File: config.mk
export PLATFORM = sky130hd
export DESIGN_NAME = apb_tx_regbank
export DESIGN_NICKNAME = d
export VERILOG_FILES = /design/src/rtl/apb_tx_pkg.sv /design/src/rtl/apb_tx_fifo.sv /design/src/rtl/apb_tx_regbank.sv
export SDC_FILE = /design/constraint.sdc
export NUM_CORES = 1
export LEC_CHECK = 0
export BUFFER_PORTS_ARGS = -buffer_cell sky130_fd_sc_hd__buf_2
export CAP_MARGIN = 20
export CORE_MARGIN = 8
export CORE_UTILIZATION = 47
export DETAILED_ROUTE_END_ITERATION = 8
export PLACE_DENSITY = 0.66
export SETUP_SLACK_MARGIN = 0.15
export SLEW_MARGIN = 20
export SYNTH_ARGS = -nofsm -noshare
export SYNTH_HDL_FRONTEND = slang
export SYNTH_SLANG_ARGS = --single-unit
File: constraint.sdc
create_clock -name PCLK_tx -period 5.3 [get_ports PCLK_tx]
set_input_delay 0.265 -clock PCLK_tx [delete_from_list [all_inputs] [get_ports PCLK_tx]]
set_output_delay 0.265 -clock PCLK_tx [all_outputs]
set_load 0.05 [all_outputs]
File: src/rtl/apb_tx_pkg.sv
// Shared constants for the multi-channel APB TX register bank: register
// offsets, STATUS/INTFLAG bit positions and the per-channel register set.
package apb_tx_pkg;

    localparam logic [4:0] OFS_PRESCALE  = 5'h00;
    localparam logic [4:0] OFS_COMMAND   = 5'h04;
    localparam logic [4:0] OFS_TXDATA    = 5'h08;
    localparam logic [4:0] OFS_ID        = 5'h0C;
    localparam logic [4:0] OFS_DATAFIELD = 5'h10;
    localparam logic [4:0] OFS_STATUS    = 5'h14;
    localparam logic [4:0] OFS_INTFLAG   = 5'h18;
    localparam logic [4:0] OFS_INTEN     = 5'h1C;

    localparam int ST_BUSY  = 0;
    localparam int ST_EMPTY = 1;
    localparam int ST_FULL  = 2;
    localparam int ST_LEVEL = 6;

    localparam int IF_OVF   = 0;
    localparam int IF_DRAIN = 1;
    localparam int IF_DONE  = 2;

    localparam int CMD_START = 3;

    typedef struct packed {
        logic [15:0] prescale;
        logic [7:0]  command;
        logic [7:0]  id;
        logic [15:0] datafield;
        logic [2:0]  intflag;
        logic [2:0]  inten;
    } ch_regs_t;

endpackage

File: src/rtl/apb_tx_fifo.sv
// Single-clock TX data FIFO with level output; full/empty come from the
// registered level, so a push while full is dropped even if a pop coincides.
module apb_tx_fifo #(
    parameter int WIDTH = 12,
    parameter int DEPTH = 8,
    localparam int PW = $clog2(DEPTH),
    localparam int LW = PW + 1
) (
    input  logic             PCLK_tx,
    input  logic             PRESETn_tx,
    input  logic             push,
    input  logic             pop,
    input  logic [WIDTH-1:0] wdata,
    output logic [WIDTH-1:0] rdata,
    output logic [LW-1:0]    level,
    output logic             empty,
    output logic             full
);

    logic [DEPTH-1:0][WIDTH-1:0] mem;
    logic [PW-1:0]               wr_ptr;
    logic [PW-1:0]               rd_ptr;
    logic                        do_push;
    logic                        do_pop;

    assign empty   = (level == '0);
    assign full    = (level == LW'(DEPTH));
    assign do_push = push & ~full;
    assign do_pop  = pop & ~empty;
    assign rdata   = mem[rd_ptr];

    always_ff @(posedge PCLK_tx or negedge PRESETn_tx) begin
        if (!PRESETn_tx) begin
            wr_ptr <= '0;
            rd_ptr <= '0;
            level  <= '0;
        end else begin
            if (do_push) wr_ptr <= wr_ptr + 1'b1;
            if (do_pop)  rd_ptr <= rd_ptr + 1'b1;
            level <= level + LW'(do_push) - LW'(do_pop);
        end
    end

    // Storage needs no reset: the head word is don't-care while empty.
    always_ff @(posedge PCLK_tx) begin
        if (do_push) mem[wr_ptr] <= wdata;
    end

endmodule

File: src/rtl/apb_tx_regbank.sv
// APB slave register bank serving NUM_CH TX channels, each with its own
// control registers, TX data FIFO and W1C interrupt flags.
module apb_tx_regbank
    import apb_tx_pkg::*;
#(
    parameter int ADDRESSWIDTH = 8,
    parameter int DATAWIDTH    = 16,
    parameter int NUM_CH       = 2,
    parameter int FIFO_DEPTH   = 8
) (
    input  logic                    PCLK_tx,
    input  logic                    PRESETn_tx,
    input  logic [ADDRESSWIDTH-1:0] PADDR_tx_i,
    input  logic [DATAWIDTH-1:0]    PWDATA_tx_i,
    input  logic                    PWRITE_tx_i,
    input  logic                    PSELx_tx_i,
    input  logic                    PENABLE_tx_i,
    output logic [DATAWIDTH-1:0]    PRDATA_tx_o,
    output logic                    PREADY_tx_o,
    output logic                    PSLVERR_tx_o,
    output logic [NUM_CH*16-1:0]    prescale_o,
    output logic [NUM_CH*8-1:0]     command_o,
    output logic [NUM_CH*8-1:0]     id_o,
    output logic [NUM_CH*16-1:0]    datafield_o,
    output logic [NUM_CH*12-1:0]    tx_data_o,
    output logic [NUM_CH-1:0]       tx_valid_o,
    input  logic [NUM_CH-1:0]       tx_ready_i,
    input  logic [NUM_CH-1:0]       busy_i,
    output logic                    irq_o
);

    localparam int CHW = ADDRESSWIDTH - 5;
    localparam int LW  = $clog2(FIFO_DEPTH) + 1;

    logic [CHW-1:0]            chan;
    logic [4:0]                ofs;
    logic                      setup;
    logic                      access;
    logic                      misal;
    logic                      err;
    logic                      wr_en;
    logic [NUM_CH-1:0]         ch_sel;
    logic [NUM_CH-1:0]         fifo_full;
    logic [NUM_CH-1:0]         fifo_empty;
    logic [NUM_CH-1:0]         irq_ch;
    logic [NUM_CH-1:0][LW-1:0] fifo_level;
    logic [NUM_CH-1:0][15:0]   rd_ch;
    logic [15:0]               rd16;
    logic [DATAWIDTH-1:0]      rd_mux;

    assign chan   = PADDR_tx_i[ADDRESSWIDTH-1:5];
    assign ofs    = PADDR_tx_i[4:0];
    assign setup  = PSELx_tx_i & ~PENABLE_tx_i;
    assign access = PSELx_tx_i & PENABLE_tx_i;
    assign misal  = |ofs[1:0];

    // ch_sel is all-zero for an out-of-range channel, which doubles as the range check.
    assign err = ~(|ch_sel) | misal
               | (PWRITE_tx_i & (ofs == OFS_STATUS))
               | (PWRITE_tx_i & (ofs == OFS_TXDATA) & (|(ch_sel & fifo_full)));

    assign PSLVERR_tx_o = access & err;
    assign PREADY_tx_o  = 1'b1;
    assign wr_en        = access & PWRITE_tx_i & ~err;

    for (genvar c = 0; c < NUM_CH; c++) begin : g_ch
        ch_regs_t    r;
        logic        busy_q;
        logic        wr_c;
        logic        push;
        logic        pop;
        logic [2:0]  set;
        logic [2:0]  clr;
        logic [15:0] rd;

        assign ch_sel[c] = (chan == CHW'(c));
        assign wr_c      = wr_en & ch_sel[c];
        assign push      = wr_c & (ofs == OFS_TXDATA);
        assign pop       = ~fifo_empty[c] & tx_ready_i[c];

        always_comb begin
            set           = '0;
            set[IF_OVF]   = access & PWRITE_tx_i & ch_sel[c] & (ofs == OFS_TXDATA) & fifo_full[c];
            set[IF_DRAIN] = pop & ~push & (fifo_level[c] == LW'(1));
            set[IF_DONE]  = busy_q & ~busy_i[c];
            clr           = (wr_c && ofs == OFS_INTFLAG) ? PWDATA_tx_i[2:0] : 3'b000;
        end

        always_ff @(posedge PCLK_tx or negedge PRESETn_tx) begin
            if (!PRESETn_tx) begin
                r      <= '0;
                busy_q <= 1'b0;
            end else begin
                busy_q    <= busy_i[c];
                r.intflag <= (r.intflag & ~clr) | set;
                if (wr_c) begin
                    case (ofs)
                        OFS_PRESCALE:  r.prescale  <= PWDATA_tx_i[15:0];
                        OFS_ID:        r.id        <= PWDATA_tx_i[7:0];
                        OFS_DATAFIELD: r.datafield <= PWDATA_tx_i[15:0];
                        OFS_INTEN:     r.inten     <= PWDATA_tx_i[2:0];
                        default:       ;
                    endcase
                end
                // Software write wins over the hardware start-bit clear.
                if (wr_c && ofs == OFS_COMMAND)
                    r.command <= PWDATA_tx_i[7:0];
                else if (busy_i[c] && r.command[CMD_START])
                    r.command[CMD_START] <= 1'b0;
            end
        end

        always_comb begin
            rd = '0;
            case (ofs)
                OFS_PRESCALE:  rd = r.prescale;
                OFS_COMMAND:   rd[7:0] = r.command;
                OFS_ID:        rd[7:0] = r.id;
                OFS_DATAFIELD: rd = r.datafield;
                OFS_STATUS: begin
                    rd[ST_BUSY]       = busy_i[c];
                    rd[ST_EMPTY]      = fifo_empty[c];
                    rd[ST_FULL]       = fifo_full[c];
                    rd[ST_LEVEL +: LW] = fifo_level[c];
                end
                OFS_INTFLAG:   rd[2:0] = r.intflag;
                OFS_INTEN:     rd[2:0] = r.inten;
                default:       rd = '0;
            endcase
        end

        assign rd_ch[c] = rd;

        apb_tx_fifo #(.WIDTH(12), .DEPTH(FIFO_DEPTH)) u_fifo (
            .PCLK_tx    (PCLK_tx),
            .PRESETn_tx (PRESETn_tx),
            .push       (push),
            .pop        (pop),
            .wdata      (PWDATA_tx_i[11:0]),
            .rdata      (tx_data_o[c*12 +: 12]),
            .level      (fifo_level[c]),
            .empty      (fifo_empty[c]),
            .full       (fifo_full[c])
        );

        assign tx_valid_o[c]          = ~fifo_empty[c];
        assign prescale_o[c*16 +: 16] = r.prescale;
        assign command_o[c*8 +: 8]    = r.command;
        assign id_o[c*8 +: 8]         = r.id;
        assign datafield_o[c*16 +: 16] = r.datafield;
        assign irq_ch[c]              = |(r.intflag & r.inten);
    end

    always_comb begin
        rd16 = '0;
        for (int c = 0; c < NUM_CH; c++) begin
            if (ch_sel[c]) rd16 = rd16 | rd_ch[c];
        end
        if (misal) rd16 = '0;
        rd_mux = '0;
        rd_mux[15:0] = rd16;
    end

    always_ff @(posedge PCLK_tx or negedge PRESETn_tx) begin
        if (!PRESETn_tx) begin
            PRDATA_tx_o <= '0;
            irq_o       <= 1'b0;
        end else begin
            if (setup) PRDATA_tx_o <= rd_mux;
            irq_o <= |irq_ch;
        end
    end

endmodule

# Word-level counts from Yosys, hierarchy flattened
# Index checks and enable logic that the tools add are counted.
# word_totals
regBits,339
input_bits,33
out_inout_bits,141
elab_cells,175
# op_classes
n_addsub,8
order_cmp,6
eq_ne,12
muxes,29
bitwise,54
n_reduce_logical,26
# ops
op,count
$bwmux 96,2
$bmux 12 s3,2
$demux 12 s3,2
$mux 12,4
$mux 16,3
$pmux 3 s7,2
$and 1x1->1,30
$pmux 3 s4,2
$pmux 6 s2,2
$eq 5x5->1 const B,4
$pmux 2 s5,2
$lt 3x4->1 const B,4
$or 16x16->16,1
$reduce_and 2->1,8
$add 3x1->3 const B,4
$and 3x3->3,4
$pmux 2 s3,2
$not 1->1,11
$eq 5x4->1 const B,2
$add 4x1->4,2
$eq 4x1->1 const B,2
$eq 4x4->1 const B,2
$logic_and 1x1->1,8
$logic_not 4->1,2
15 further kinds,28

# Depth between registers and ports, before layout
# Gate-level depths: netlist of the first run.
# depth
ltp_word,14
ltp_mapped,11
ltp_nobuf,11

# Modules after synthesis
# A second synthesis of the first run with hierarchy kept.
# unflattened
cells_unflattened,984
hier_area_um2,15419.8
# modules_own_cells
mod,instances,cells_each,area_per_inst_um2,seq_area_each_um2
apb_tx_regbank,1,594,6869.1,3178.0
apb_tx_fifo (g_ch[1].u_fifo),1,196,4279.1,3133.0
apb_tx_fifo (g_ch[0].u_fifo),1,194,4271.6,3133.0

# Worst setup path before layout of the first run
# Ideal clock, no wire load.
# synth_timing
path_kind,flip-flop to flip-flop
from,reg g_ch[1].u_fifo.level[2]
to,reg g_ch[0].u_fifo.mem[0] (netlist name) (enable)
setup_time_ns,0.412
t_arrival_ns,2.622
t_required_ns,4.888
setup_slack_ns,2.266
path_stages_with_launch,8
path_buffers,1
synth_period_minus_slack_ns,3.034
cell_sequence,dfrtp_1 > inv_1 > ha_1 > nor3b_1 > a32o_1 > or3_1 > buf_2 > nor4_1
# synth_via
elab_chain_cells,10
# synth_rtl
item,line,rtl
from (decl),apb_tx_fifo.sv:15,"output logic [LW-1:0] level,"
from (signal assigned),apb_tx_fifo.sv:40,level <= level + LW'(do_push) - LW'(do_pop);
$eq 4x4->1,apb_tx_fifo.sv:27,assign full = (level == LW'(DEPTH));
$and 2x2->2,apb_tx_regbank.sv:60,| (PWRITE_tx_i & (ofs == OFS_TXDATA) & (|(ch_sel & fifo_full)));
$reduce_or 2->1,apb_tx_regbank.sv:60,
$and 1x1->1,apb_tx_regbank.sv:60,
$or 1x1->1,apb_tx_regbank.sv:60,
$not 1->1,apb_tx_regbank.sv:64,assign wr_en = access & PWRITE_tx_i & ~err;
$and 1x1->1,apb_tx_regbank.sv:64,
$and 1x1->1,apb_tx_regbank.sv:77,assign wr_c = wr_en & ch_sel[c];
$and 1x1->1,apb_tx_regbank.sv:78,assign push = wr_c & (ofs == OFS_TXDATA);
$and 1x1->1,apb_tx_fifo.sv:28,assign do_push = push & ~full;
"to (signal, indexed assignment)",apb_tx_fifo.sv:46,if (do_push) mem[wr_ptr] <= wdata;
to (decl),apb_tx_fifo.sv:20,logic [DEPTH-1:0][WIDTH-1:0] mem;
# No other way between the ends.
# A chain may end at the register's enable or synchronous reset.

# Worst setup path in the final report of the first run
# layout_timing
from,reg g_ch[1].u_fifo.level[2]
to,reg g_ch[0].u_fifo.mem[61] (netlist name) (enable)
# Same word-level chain as after synthesis.

==> results of run 1 <==
Yosys cell counts, drive strengths merged, types with 4 or more instances:
cell and number:
nor3b 6, nor2 31, inv 20, a21oi 17
edfxtp 192, a221oi 5, and3 4, nand2b 8
a22oi 15, xor2 5, buf 119, mux2 128
clkbuf 21, dfrtp 147, xnor2 7, nor2b 6
a32o 4, nand2 40, o21ai 12, mux4 48
ha 16, mux2i 26, a21o 6, nand3 16
nor3 17, o2bb2ai 5, o22ai 6, a22o 8
state kept, by name, summed over array words and instances (netlist names):
signal,count
datafield_o,32
prescale_o,32
g_ch.r,12
g_ch.u_fifo.mem,192
g_ch.busy_q,2
id_o,16
g_ch.u_fifo.rd_ptr,6
g_ch.u_fifo.wr_ptr,6
command_o,16
PRDATA_tx_o,16
g_ch.u_fifo.level,8
irq_o,1
metal layers:
| layer | GRT usage, % | part of all wire [%] |
|---|---|---|
| met1 | 25.8 | 42 |
| met2 | 31.9 | 48 |
| met3 | 3.97 | 6.2 |
| met4 | 6.85 | 3.3 |
| met5 | 0 | 0.072 |
per-stage QoR:
stage          area, um^2  total power [mW]  worst slack [ps]  hold slack (ps)  instances
6_report            16900              7.42              2220             23.8       1501
5_1_grt             16900              7.73              2090             29.2       1501
4_1_cts             16900              7.51              2210             7.65       1500
3_5_place_dp        15700              4.91              1990              412       1430
3_3_place_gp        15700              4.90              2060              415       1430
2_1_floorplan       15100              4.47              2270            -30.6        982
cells by family after synthesis:
group | share of synthesized area (%)
DFF | 62.6
buffers and inverters | 6.62
adders and majority gates | 1.59
xor gates and xnor gates | 0.696
AOI/OAI and AO/OA | 5.12
other | 0.0248
and+or+nand+nor | 4.93
muxes | 18.4
worst max-delay path by stage:
stage	endpoint	cells past startpoint
2_1_floorplan	g_ch[0].u_fifo.mem[0]	7
3_3_place_gp	g_ch[0].u_fifo.mem[64]	7
3_5_place_dp	g_ch[0].u_fifo.mem[90]	7
4_1_cts	g_ch[0].u_fifo.mem[85]	8
5_1_grt	g_ch[0].u_fifo.mem[61]	8
6_report	g_ch[0].u_fifo.mem[61]	8
report_power, final:
group / internal [mW] / switching [mW] / leakage (nW) / total, mW
combinational: 0.700 / 1.08 / 2.81 / 1.78
sequential: 2.86 / 0.188 / 3.72 / 3.05
clock: 1.55 / 1.03 / 0.598 / 2.59
total: 5.12 / 2.30 / 7.13 / 7.42
cell type report:
type / count / area (um^2)
fillers: 2594 / 14600
flip-flops and latches: 339 / 9450
multi-input cells: 483 / 4670
repair buffers: 191 / 1020
clock buffers: 47 / 972
well taps: 402 / 503
clock inverters: 19 / 255
inverters: 20 / 75.1
==> out/summary.txt, run 1 <==
leakage power: 7.13 nW
CP startpoint kind: register
CP top delay family: simple AND/OR/NAND/NOR gates
Setup CP Type: reg -> reg
Post-synth EDFFs: 192
Worst Path Arrival: 3220 ps
crit end category: register
final-stage net count: 1122
post-CTS setup buffer count: 0
initial antenna violation count: 2
commonest non-fill, non-tap cells in the layout: edfxtp_1 (192), buf_2 (171), dfrtp_1 (145)
Hold EP: prescale_o[28]
Num CTS Buffers: 36
Worst Path Required: 5440 ps
via/cell ratio: 5.82
first-pass GRT wire length: 57600 um
synth unique cells: 67
syn_nets: 1033
Synth area leaders: edfxtp_1 (38%), dfrtp_1 (24%), mux2_2 (8.8%), mux4_2 (7.2%), buf_4 (5.0%)
top cell type's share of synthesized area: 38.2%
vias in the first global route: 9241
num rows: 65
min Tclk post-route: 3080 ps
CTS tree: yes
Setup-failing EPs final: 0
fin crit share: 58.1%
sequential area share after synthesis: 62.6%
CTS resizes: 0
Mapped Cells: 982
final hold vios: 0
critical path buffer and inverter count: 2
via count: 8741
Post-DP HPWL: 25300 um
Die W: 195 um
drt pass-1 iters: 6
R2R cell count: 8
fmax: 325 MHz
flops & latches, synth: 339
Power Density: 438 nW/um^2
Synth Flop Type: edfxtp_1
status: complete, no violations
CTS max path bufs: 3
die height: 195 um
Slowest cell on crit path: nor2_1
core area: 31600 um^2
Setup Skew: 17.2 ps
setup tns final: 0 ps
final core occ: 53.7%
crit path launch: g_ch[1].u_fifo.level[2]
Synth area leader: edfxtp_1
initial drt markers: 567
worst skew pair latency: 520 ps
Max-Cap Viols: 0
R2R Path End: g_ch[0].u_fifo.mem[61]
H-tree lvl count: 2
Worst R2R Setup Slack: 2220 ps
IO Count: 174
critical-path cell list: inv_1, ha_1, nor3b_1, a32o_1, or3_1, inv_2, nand2_1, nor2_1
Mapped Avg Cell Area: 15.4 um^2
fraction of layout cells with a size suffix above 1: 39.0%
Port Buffers: 172
final slew viol count: 0
largest net degree at the start of global routing: 109
GRT Util Overall: 19.5%
slew margin rel.: 27.3%
DR WL/cell: 25.1 um
wirelength, routed: 37600 um
TritonCTS Sinks: 339
gr ovfl total: 0
clk root buf: clkbuf_16
die area: 38100 um^2
RSZ-0062 raised after global routing: no
Hold Startpoint: PWDATA_tx_i[12]
critical path's largest stage delay: 840 ps
routability cong.: 0.909
HP Class: in -> reg
DRC: 0
post-route ant nets: 0
RR Startpoint: g_ch[1].u_fifo.level[2]
Clock transition at path regs: 60 ps
diodes inserted: 0
synthesis-to-finish area growth: 12.3%
Hold Buf Count CTS: 4
Starting Density: 47.8%
post-synth design cell area: 15100 um^2
VDD IR max: 0.291 mV
asr flop ratio synth: 43.4%
Max FO, Critical Path: 12
hold depth: 2
Slew @ Worst Pin: 1090 ps
Synth Warn #: 0
commonest non-fill, non-tap cell in the layout: edfxtp_1
Note: power is estimated with default switching activity, not from simulation.
==> inputs of run 2 (changes only) <==
--- a/config.mk
+++ b/config.mk
@@ -10,7 +10,7 @@
 export CORE_MARGIN = 8
 export CORE_UTILIZATION = 47
 export DETAILED_ROUTE_END_ITERATION = 8
-export PLACE_DENSITY = 0.66
+export PLACE_DENSITY = 0.69
 export SETUP_SLACK_MARGIN = 0.15
 export SLEW_MARGIN = 20
 export SYNTH_ARGS = -nofsm -noshare
==> constraint.sdc (replaced) <==
create_clock -name PCLK_tx -period 2.8 [get_ports PCLK_tx]
set_input_delay 0.14 -clock PCLK_tx [delete_from_list [all_inputs] [get_ports PCLK_tx]]
set_output_delay 0.14 -clock PCLK_tx [all_outputs]
set_load 0.05 [all_outputs]
==> run 2 against run 1 <==
Effect of this change:
- worst hold slack improved by 68 ps
- via count up 1.5%
- design area up 1.9%
- wire length up 0.42%
- clock skew down 0.97 ps
- critical path depth decreased by 1
- sequential power increased by 85%
- first-iteration DRC count grew 38%
- combinational power increased by 100%
- critical path type is now reg -> out
- largest cell class unchanged
==> out/summary.txt, run 2 (synthesis results as in run 1) <==
initial drt markers: 781 (+38%)
HP Class: in -> reg
H-tree lvl count: 2 (unchanged)
Setup Skew: 16.2 ps (-0.973 ps)
slew margin rel.: 48.2% (+21 points)
hold depth: 1 (-1)
Setup CP Type: reg -> out
Clock transition at path regs: 60 ps (about the same)
Worst Path Required: 2660 ps (-2780 ps)
CP startpoint kind: register
Max FO, Critical Path: 4 (-8)
critical path's largest stage delay: 380 ps (-460 ps)
Setup-failing EPs final: 0 (unchanged)
status: complete, no violations
Hold Startpoint: PWDATA_tx_i[10]
drt pass-1 iters: 5 (-1)
combinational share of power: 25.8% (+1.8 points)
Worst R2R Setup Slack: 350 ps (-1870 ps)
Clk pwr share: 34.0% (-0.8 points)
worst skew pair latency: 520 ps (about the same)
clk root buf: clkbuf_16
critical-path cell list: inv_1, ha_1, nor3b_2, a32o_1, nand4_1, a41oi_1, clkbuf_4
fraction of layout cells with a size suffix above 1: 40.9% (+1.8 points)
Flop pwr share: 40.1% (-1.0 points)
sw power: 4.33 mW (+88%)
GRT Util Overall: 19.9% (+0.33 points)
initial antenna violation count: 3 (+1)
Post-DP HPWL: 26200 um (+3.4%)
register with the highest flop count: g_ch.u_fifo.mem
Num CTS Buffers: 36 (unchanged)
Sw Share: 30.9% (-0.15 points)
post-route ant nets: 0 (unchanged)
largest net degree at the start of global routing: 72 (-34%)
Port Buffers: 172 (unchanged)
TritonCTS Sinks: 339 (unchanged)
Slowest cell on crit path: dfrtp_1
R2R Path End: g_ch[1].u_fifo.mem[16]
commonest non-fill, non-tap cell in the layout: edfxtp_1
vias in the first global route: 9348 (+1.2%)
min Tclk post-route: 2550 ps
gr ovfl total: 0 (unchanged)
Final Power: 14.0 mW (+89%)
leakage power: 7.32 nW (+2.8%)
DRC: 0 (unchanged)
via count: 8875 (+1.5%)
DR WL/cell: 24.6 um (-1.9%)
via/cell ratio: 5.77 (-0.85%)
Starting Density: 47.8% (unchanged)
Hold EP: g_ch[1].u_fifo.mem[10]
RSZ-0062 raised after global routing: no
Die W: 195 um (unchanged)
crit end category: primary output
Hold WS: 91.4 ps (+67.6 ps)
Max-Cap Viols: 0 (unchanged)
internal power: 9.69 mW (+89%)
routability cong.: 0.914 (+0.56%)
final-stage net count: 1160 (+3.4%)
fin crit share: 91.2%
synthesis-to-finish area growth: 14.4%
commonest non-fill, non-tap cells in the layout: edfxtp_1 (192), buf_2 (170), dfrtp_1 (147)
Largest register FFs: 192 (unchanged)
wirelength, routed: 37800 um (+0.42%)
R2R cell count: 9 (+1)
IO Count: 174 (unchanged)
num rows: 65 (unchanged)
post-CTS setup buffer count: 0 (unchanged)
first-pass GRT wire length: 58500 um (+1.6%)
Power Density: 812 nW/um^2 (+85%)
final hold vios: 0 (unchanged)
VDD IR max: 0.519 mV (+78%)
final core occ: 54.7% (+1.0 points)
core area: 31600 um^2 (unchanged)
final slew viol count: 0 (unchanged)
Slew @ Worst Pin: 777 ps (-312 ps)
die area: 38100 um^2 (unchanged)
CTS max path bufs: 3 (unchanged)
Worst Path Arrival: 2410 ps (-810 ps)
die height: 195 um (unchanged)
diodes inserted: 0 (unchanged)
CTS tree: yes
RR Startpoint: g_ch[1].u_fifo.level[2]
fmax: 392 MHz
[run 2: changes by cell type in the layout (fill, tap and decap cells not counted), moves of 3 or more]
cell	change
buf_4	+31
nor3_2	+4
bufinv_16	-3
nor3_1	-4
clkinv_2	-3
dlygate4sd3_1	+5
clkbuf_8	+4
[run 2: power by group through the flow]
stage	sequential, mW	combinational [mW]	clock, mW
detailed placement	5.72	3.65	0
floorplan	5.61	2.86	0
global route	5.65	3.87	5.07
global placement	5.71	3.60	0
CTS	5.63	3.68	4.88
finish	5.63	3.62	4.77
[run 2: worst max path at each step]
stage	startpoint	endpoint	cells past startpoint
3_5_place_dp	g_ch[1].u_fifo.level[2]	g_ch[0].u_fifo.level[2]	9
6_report	g_ch[1].u_fifo.level[2]	PSLVERR_tx_o	7
3_3_place_gp	g_ch[1].u_fifo.level[2]	g_ch[0].u_fifo.level[2]	9
5_1_grt	g_ch[1].u_fifo.level[2]	PSLVERR_tx_o	7
4_1_cts	g_ch[1].u_fifo.rd_ptr[0]	tx_data_o[21]	4
2_1_floorplan	g_ch[1].u_fifo.level[2]	g_ch[1].u_fifo.mem[12]	7
[run 2: repair_timing]
| action | 4_1_cts | 5_1_grt |
|---|---|---|
| pin swaps | 0 | 0 |
| hold buffers | 9 | 0 |
| hold endpoints to repair | 97 | 0 |
| endpoints found under the setup margin | 1 | 1 |
| gates cloned | 0 | 0 |
| resized for setup | 1 | 1 |
[run 2: cell type report]
type,instances,area (um^2)
sequential,339,9440
clock inverter,10,121
timing repair buffer,229,1350
multi-input combinational,483,4680
clock buffer,54,1090
fill,2591,14300
inverter,20,75.1
tap,402,503
[run 2: critical path, delay by kind of cell (launching register included)]
family,cells,cell delay [ps]
AOI/OAI and AO/OA,2,510
and+or+nand+nor,2,410
buffers and inverters,2,410
adders and majority gates,1,180
DFF,1,380
[run 2: per-stage QoR]
| stage | instance area, um^2 | TNS (ps) | setup WS [ps] | instances |
|---|---|---|---|---|
| 2_1_floorplan | 15100 | -5240 | -118 | 982 |
| 3_3_place_gp | 16000 | 0 | 489 | 1464 |
| 3_5_place_dp | 16000 | 0 | 335 | 1464 |
| 4_1_cts | 17300 | 0 | 214 | 1537 |
| 5_1_grt | 17300 | 0 | 155 | 1537 |
| 6_report | 17300 | 0 | 246 | 1537 |
[run 2: metal layers]
metal | wire length (um) | up-vias | track usage (%)
met4 | 795 | 4 | 4.86
met3 | 2430 | 64 | 4.16
met1 | 16200 | 4594 | 26.8
li1 | - | 3889 | -
met5 | 31 | - | 0
met2 | 18300 | 324 | 32.6
==> inputs of run 3 (changes only) <==
--- a/config.mk
+++ b/config.mk
@@ -7,10 +7,12 @@
 export LEC_CHECK = 0
 export BUFFER_PORTS_ARGS = -buffer_cell sky130_fd_sc_hd__buf_2
 export CAP_MARGIN = 20
+export CELL_PAD_IN_SITES_DETAIL_PLACEMENT = 0
+export CELL_PAD_IN_SITES_GLOBAL_PLACEMENT = 1
 export CORE_MARGIN = 8
-export CORE_UTILIZATION = 47
+export CORE_UTILIZATION = 44
 export DETAILED_ROUTE_END_ITERATION = 8
-export PLACE_DENSITY = 0.69
+export PLACE_DENSITY_LB_ADDON = 0.1
 export SETUP_SLACK_MARGIN = 0.15
 export SLEW_MARGIN = 20
 export SYNTH_ARGS = -nofsm -noshare
==> run 3 against run 2 <==
Effect of this change:
- wire length increased by 5.3%
- via count decreased by 2.1%
- clock skew increased by 7.8 ps
- worst hold slack got worse by 39 ps
- critical path type is now reg -> reg
- sequential cell count unchanged
==> out/summary.txt, run 3 (synthesis results as in run 1) <==
CP top delay family: simple AND/OR/NAND/NOR gates
crit end category: register
CTS max path bufs: 3 (unchanged)
clk root buf: clkbuf_16
Slowest cell on crit path: nor3b_2
final slew viol count: 0 (unchanged)
Post-Layout Inst Area: 17400 um^2 (+0.67%)
die height: 201 um (+3.1%)
GRT Util Overall: 19.6% (-0.28 points)
commonest non-fill, non-tap cells in the layout: edfxtp_1 (192), buf_2 (170), dfrtp_1 (147)
Flop pwr share: 40.0% (about the same)
HP Class: in -> reg
vias in the first global route: 9222 (-1.3%)
hold depth: 3 (+2)
non-filler cells, final: 1597 (+3.9%)
R2R cell count: 9 (unchanged)
Num CTS Buffers: 38 (+5.6%)
initial antenna violation count: 1 (-2)
setup tns final: 0 ps (unchanged)
core area: 34100 um^2 (+8.1%)
via count: 8688 (-2.1%)
post-route ant nets: 0 (unchanged)
DR WL/cell: 24.9 um (+1.4%)
Worst Path Required: 3050 ps (+390 ps)
Sw Share: 31.7% (+0.86 points)
RR Startpoint: g_ch[1].u_fifo.level[2]
final hold vios: 0 (unchanged)
Setup Skew: 24.0 ps (+7.75 ps)
Hold Startpoint: PADDR_tx_i[7]
commonest non-fill, non-tap cell in the layout: edfxtp_1
critical-path cell list: inv_1, ha_1, nor3b_4, a31o_2, a211oi_2, buf_4, nand2b_1, nor3b_2, buf_4
wirelength, routed: 39800 um (+5.3%)
fin crit share: 88.8% (-2.4 points)
slew margin rel.: 51.7% (+3.5 points)
first-pass GRT wire length: 60500 um (+3.4%)
RSZ-0062 raised after global routing: no
Hold EP: PRDATA_tx_o[11]
final-stage net count: 1163 (+0.26%)
critical path's largest stage delay: 370 ps (about the same)
die area: 40500 um^2 (+6.3%)
gr ovfl total: 0 (unchanged)
Port Buffers: 172 (unchanged)
critical path buffer and inverter count: 3 (+1)
min Tclk post-route: 2490 ps (-66.3 ps)
Worst R2R Setup Slack: 310 ps (-40 ps)
Setup-failing EPs final: 0 (unchanged)
VDD IR max: 0.505 mV (-2.7%)
Levels on crit path: 9 (+2)
fmax: 402 MHz (+2.7%)
DRC: 0 (unchanged)
diodes inserted: 0 (unchanged)
internal power: 9.63 mW (-0.68%)
num rows: 68 (+4.6%)
worst skew pair latency: 540 ps (+20 ps)
Clk pwr share: 34.0% (about the same)
drt pass-1 iters: 5 (unchanged)
Worst Path Arrival: 2730 ps (+320 ps)
Most common cell on crit path: buf_4
TritonCTS Sinks: 339 (unchanged)
Starting Density: 44.2% (-3.6 points)
routability cong.: 0.822 (-10%)
Setup CP Type: reg -> reg
Post-DP HPWL: 27100 um (+3.4%)
CP startpoint kind: register
placed insts: 1518 (+3.7%)
R2R Path End: g_ch[1].u_fifo.mem[22]
leakage power: 7.34 nW (+0.18%)
Power Density: 812 nW/um^2 (about the same)
initial drt markers: 494 (-37%)
fraction of layout cells with a size suffix above 1: 40.9% (about the same)
CTS tree: yes
Clock transition at path regs: 60 ps (about the same)
IO Count: 174 (unchanged)
Slew @ Worst Pin: 724 ps (-53.2 ps)
Final Power: 14.1 mW (+0.57%)
Largest register FFs: 192 (unchanged)
final core occ: 50.9% (-3.8 points)
Max FO, Critical Path: 9 (+5)
sw power: 4.48 mW (+3.4%)
register with the highest flop count: g_ch.u_fifo.mem
largest net degree at the start of global routing: 63 (-13%)
Die W: 201 um (+3.1%)
H-tree lvl count: 2 (unchanged)
synthesis-to-finish area growth: 15.2%
via/cell ratio: 5.44 (-5.8%)
Max-Cap Viols: 0 (unchanged)
combinational share of power: 26.0% (+0.2 points)
status: complete, no violations
Placed Area: 16000 um^2 (+0.59%)
==> run 3: cell count changes in the layout (fill, tap and decap cells not counted), moves of 2 or more <==
cell	previous run	this run
clkbuf_1	8	13
clkbuf_8	8	3
clkinv_1	1	5
clkinv_2	3	5
clkinv_8	0	2
clkinvlp_4	3	0
nor3b_1	4	0
nor3b_2	2	5
==> run 3: area by class of cell <==
type / count / area [um^2]
sequential: 339 / 9440
clock buffer: 54 / 1040
inverter: 20 / 75.1
timing repair buffer: 230 / 1360
multi-input combinational: 483 / 4720
fill: 2945 / 16700
tap: 455 / 569
clock inverter: 16 / 175
==> run 3: per-layer routing <==
metal | vias up | wire length [um] | global-route usage, %
li1 | 3897 | - | -
met1 | 4503 | 17700 | 26.5
met2 | 237 | 19400 | 32.1
met3 | 49 | 1930 | 3.80
met4 | 2 | 813 | 5.19
met5 | - | 12 | 0
==> run 3: per-stage QoR <==
step | hold WS (ps) | worst slack, ps
floorplan | -156 | -118
global placement | 183 | 396
detailed placement | 184 | 316
CTS | 40.4 | 167
global route | 58.4 | 170
finish | 52.7 | 313
==> run 3: repair_timing <==
action,in CTS,in global routing
setup endpoints to repair,2,1
pin swaps,0,0
resized for setup,2,4
endpoints found under the hold margin,88,0
buffers inserted,0,0
hold buffers,9,0
==> run 3: worst register-to-register path, stage by stage, from the launching register on <==
cell and delay, ps:
dfrtp_1 360, inv_1 90, ha_1 200, nor3b_4 160, a31o_2 230, a211oi_2 200, buf_4 180, nand2b_1 140
nor3b_2 370, buf_4 250
==> run 3: power by group through the flow <==
stage | sequential (mW) | clock (mW) | combinational, mW
2_1_floorplan | 5.61 | 0 | 2.86
3_3_place_gp | 5.74 | 0 | 3.67
3_5_place_dp | 5.73 | 0 | 3.70
4_1_cts | 5.65 | 4.93 | 3.73
5_1_grt | 5.67 | 5.12 | 3.94
6_report | 5.64 | 4.80 | 3.66
==> run 3: how the worst max path moves through the flow <==
stage                                 start                      to  slack (ps)
floorplan           g_ch[1].u_fifo.level[2]  g_ch[1].u_fifo.mem[12]        -120
CTS                 g_ch[1].u_fifo.level[2]            PSLVERR_tx_o         170
global route        g_ch[1].u_fifo.level[2]  g_ch[1].u_fifo.mem[17]         170
global placement    g_ch[1].u_fifo.level[2]  g_ch[1].u_fifo.mem[19]         400
finish              g_ch[1].u_fifo.level[2]  g_ch[1].u_fifo.mem[22]         310
detailed placement  g_ch[1].u_fifo.level[2]  g_ch[1].u_fifo.mem[22]         320
